<file path="src/rtl/conv_encoder_k_param.sv">
// Rate-1/2 feed-forward convolutional encoder with parametrised constraint length
// and generators, valid/ready bit input, valid/ready 2-bit symbol output, optional zero tail.
module conv_encoder_k_param #(
   parameter int           K  = 5,
   parameter logic [K-1:0] G1 = 5'b11101,
   parameter logic [K-1:0] G0 = 5'b10011
) (
   input  logic       clk,
   input  logic       rst,
   input  logic       in_valid,
   output logic       in_ready,
   input  logic       in_bit,
   input  logic       in_last,
   input  logic       term_en,
   output logic       out_valid,
   input  logic       out_ready,
   output logic [1:0] out_sym,
   output logic       out_last
);

   // Handshakes: a transfer happens on a rising edge where valid and ready are both 1;
   // a producer holding valid keeps its payload stable until that edge.
   localparam int TW = $clog2(K);

   typedef enum logic {RUN, FLUSH} fsm_t;

   fsm_t            fsm_q, fsm_d;
   logic [K-2:0]    state_q, state_d;
   logic [TW-1:0]   tail_cnt_q, tail_cnt_d;
   logic            out_valid_q, out_valid_d;
   logic [1:0]      out_sym_q, out_sym_d;
   logic            out_last_q, out_last_d;

   logic            slot_free;
   logic            enc_bit;
   logic [K-1:0]    v;
   logic [1:0]      sym;

   always_comb begin
      slot_free   = !out_valid_q || out_ready;
      enc_bit     = (fsm_q == RUN) ? in_bit : 1'b0;
      v           = {enc_bit, state_q};
      sym         = {^(v & G1), ^(v & G0)};

      fsm_d       = fsm_q;
      state_d     = state_q;
      tail_cnt_d  = tail_cnt_q;
      out_valid_d = out_valid_q;
      out_sym_d   = out_sym_q;
      out_last_d  = out_last_q;
      in_ready    = 1'b0;

      // A consumed symbol empties the register unless a new one is loaded below.
      if (out_ready) out_valid_d = 1'b0;

      case (fsm_q)
         RUN: begin
            in_ready = slot_free && !rst;
            if (in_valid && slot_free) begin
               out_valid_d = 1'b1;
               out_sym_d   = sym;
               state_d     = {in_bit, state_q[K-2:1]};
               out_last_d  = 1'b0;
               if (in_last && term_en) begin
                  fsm_d      = FLUSH;
                  tail_cnt_d = TW'(K-1);
               end else if (in_last) begin
                  out_last_d = 1'b1;
                  state_d    = '0;
               end
            end
         end
         FLUSH: begin
            if (slot_free) begin
               out_valid_d = 1'b1;
               out_sym_d   = sym;
               state_d     = {1'b0, state_q[K-2:1]};
               tail_cnt_d  = tail_cnt_q - TW'(1);
               out_last_d  = (tail_cnt_q == TW'(1));
               if (tail_cnt_q == TW'(1)) fsm_d = RUN;
            end
         end
         default: fsm_d = RUN;
      endcase
   end

   always_ff @(posedge clk) begin
      if (rst) begin
         fsm_q       <= RUN;
         state_q     <= '0;
         tail_cnt_q  <= '0;
         out_valid_q <= 1'b0;
         out_sym_q   <= 2'b00;
         out_last_q  <= 1'b0;
      end else begin
         fsm_q       <= fsm_d;
         state_q     <= state_d;
         tail_cnt_q  <= tail_cnt_d;
         out_valid_q <= out_valid_d;
         out_sym_q   <= out_sym_d;
         out_last_q  <= out_last_d;
      end
   end

   assign out_valid = out_valid_q;
   assign out_sym   = out_sym_q;
   assign out_last  = out_last_q;

endmodule

</file>
<file path="config.mk">
export PLATFORM = sky130hd
export DESIGN_NAME = conv_encoder_k_param
export DESIGN_NICKNAME = d
export VERILOG_FILES = /design/src/rtl/conv_encoder_k_param.sv
export SDC_FILE = /design/constraint.sdc
export NUM_CORES = 1
export LEC_CHECK = 0
export CAP_MARGIN = 20
export CORE_AREA = 2 2 39 41
export DETAILED_ROUTE_END_ITERATION = 10
export DIE_AREA = 0 0 41 43
export PLACE_DENSITY = 0.67
export SYNTH_ARGS = -nofsm -noshare
export SYNTH_HDL_FRONTEND = slang
export SYNTH_SLANG_ARGS = --single-unit
</file>
<file path="constraint.sdc">
create_clock -name clk -period 1.4 [get_ports clk]
set_input_delay 0.42 -clock clk [delete_from_list [all_inputs] [get_ports clk]]
set_output_delay 0.42 -clock clk [all_outputs]
set_load 0.005 [all_outputs]
</file>
==> impl_metrics.tcl <==
set metrics [dict create \
    status "finished clean" \
    cts_sinks 12 \
    setup_ws_ps 1.87 \
    cap_violations 0 \
    synth-async-reset-ratio_pct 0 \
    grt_pass1_vias 445 \
    ys.flop_type "dfxtp_1" \
    total_power_mw 0.747 \
    drive_gt1_share_pct 28.9 \
    layout_min_cycle_time_ps 1400 \
    ir_worst_vdd_mv 0.570 \
    syn_avg_cell_area_um2 8.55 \
    placed_cells 102 \
    cp.required_ps 980 \
    yosys-top-cells-area "dfxtp_1 42%, nand3_1 5.2%, xnor2_1 4.6%, ha_1 4.4%, nand2_1 3.9%" \
    drc 0 \
    synthesis.nets 76 \
    worstSetupPathType "reg2out" \
    via_count 535 \
    fill_cells 134 \
    synth_top_cell_by_area "dfxtp_1" \
    ios 12 \
    fin_nets 101 \
    drt_iter0_drc 15 \
    synth_edf_count 0 \
    fmax_mhz 715 \
    start_kind "flip-flop" \
    max_slew_margin_pct 85.3 \
    cts.clk_slew.worst_paths_ps 70 \
    stdcell_count 106 \
    syn_inst 67 \
    cp_max_fo 2 \
    numCtsBuffers 3 \
    cts_tree "yes" \
    area_delta_synth_final_pct 39.7 \
    ys_warn_count 0 \
    r2r_cells 7 \
    antenna_found_initial 0 \
    yosysSeqAreaShare_pct 41.9 \
    worstMarginPinSlew_ps 221 \
    track_usage_pct 15.9 \
    ctsHoldBuffers 0 \
    rsz0062_at_grt "yes" \
    synth.most_common_cell "dfxtp_1" \
    globalplace.congestion 0.802 \
    portBuffers 11 \
    die_w_um 41 \
    skew_ps 6.00 \
    place_ws_ps -741 \
    ant_nets 0 \
    setup_tns_ps 0 \
    critical_path_arrival_ps 980 \
    h-tree-depth 1 \
    rrSetupSlack_ps 110 \
    cts_root_buf "clkbuf_4" \
    min_path_cells 2 \
    overflow 0 \
    leakage_nw 0.359 \
    dieArea_mm2 0.00176 \
    viasPerCell 5.05 \
    post-route-period-util_pct 99.9 \
    start_util_pct 41.4 \
    drt_wl_total_um 1180 \
    worstSkewPairLatency_ps 270 \
    setup_viol 0 \
    fp.dieH_um 43 \
    hold-worst-slack_ps 481 \
    hpwlAfterDp_um 850 \
    hold_viol 0 \
    ys_ff_latch 12 \
    diodes 0 \
    slew_viol_final 0 \
    syn_area_um2 573 \
    grt_pass1_wl_um 1860 \
    netlist.area_leader.share_pct 41.9 \
    grt_start_max_net_pins 12 \
    firstDrtPassIters 4 \
    power_density_mw_per_mm2 933 \
    synthTopCellsByCount "12 x dfxtp_1, 6 x nand2_1, 6 x nand3_1, 5 x inv_1, 4 x a21oi_1" \
    row_count 14 \
    min_path_type "reg2reg" \
    critPathCaptureType "output pin" \
    core_area_mm2 0.00138 \
    ys_types 29 \
    wl_per_cell_um 11.1 \
    cts_buffer_depth 2 \
]
[worst max-delay path, cell delays in order (launching register included)]
cell	delay (ps)
dfxtp_2	320
and2b_1	170
nor3_2	90
buf_2	130
[report_power, final]
| group | switching [mW] | leakage (nW) | internal, mW | total (mW) |
|---|---|---|---|---|
| Clock | 0.113 | 0.0138 | 0.0996 | 0.212 |
| Combinational | 0.0714 | 0.246 | 0.0895 | 0.161 |
| Sequential | 0.0114 | 0.0992 | 0.363 | 0.374 |
[cell type report]
type                            count  area (µm²)  area share, %
Multi-Input combinational cell     47         308           38.4
Sequential cell                    12         244           30.5
Timing Repair Buffer               23         188           23.4
Clock buffer                        3        22.5           2.81
Tap cell                           16        20.0           2.50
Inverter                            5        18.8           2.34
[registers in the layout, summed over array words and instances (netlist names)]
register,cells
out_sym,2
out_last,1
out_valid,1
state_q,4
tail_cnt_q,3
fsm_q,1
[stage by stage]
step                cell area [µm²]  utilization [%]
finish                          801             57.9
detailed placement              766             55.3
global placement                766             55.3
CTS                             776             56.1
global route                    801             57.9
floorplan                       573                -
[per-layer routing]
layer	vias up	global-route usage [%]	share of wire [%]
met3	2	4.71	4.2
met2	11	20.3	42
met1	237	22.5	52
li1	285	-	-
met4	0	10.0	0.94
met5	-	0	0
[cells in the final DEF, fill, tap and decap left out, types with 2 or more instances in the layout]
cell type and n:
a21oi_1 4, and3_1 2, buf_2 2, buf_4 12
clkbuf_4 3, clkdlybuf4s50_1 3, dfxtp_1 9, dfxtp_2 3
dlygate4sd2_1 4, ha_1 2, inv_1 5, nand2_1 6
nand2b_1 2, nand3_1 6, nor2_1 3, o21ai_0 3
o21ai_2 2, xnor2_1 3
[worst paths after layout]
kind | start | end
worst max register to register | out_valid$_SDFF_PP0_ | out_sym[1]$_SDFFE_PP0P_
worst min-delay path | state_q[3]$_SDFFE_PP0P_ | state_q[3]$_SDFFE_PP0P_
worst min register to register | state_q[3]$_SDFFE_PP0P_ | state_q[3]$_SDFFE_PP0P_
worst max-delay path | out_valid$_SDFF_PP0_ | in_ready
[cell families after synthesis]
group	after synthesis	synth area share (%)
and+or+nand+nor	26	23.6
AOI/OAI and AO/OA	16	18.8
DFF	12	41.9
buffers and inverters	8	6.77
xor gates and xnor gates	3	4.59
adders and majority gates	2	4.37
[what timing repair did]
action | in CTS | in global routing
gates resized for setup | 15 | 5
setup buffers | 0 | 1
pin swaps | 1 | 1
setup endpoints to repair | 9 | 7
Power figures use the tool's default switching activity.
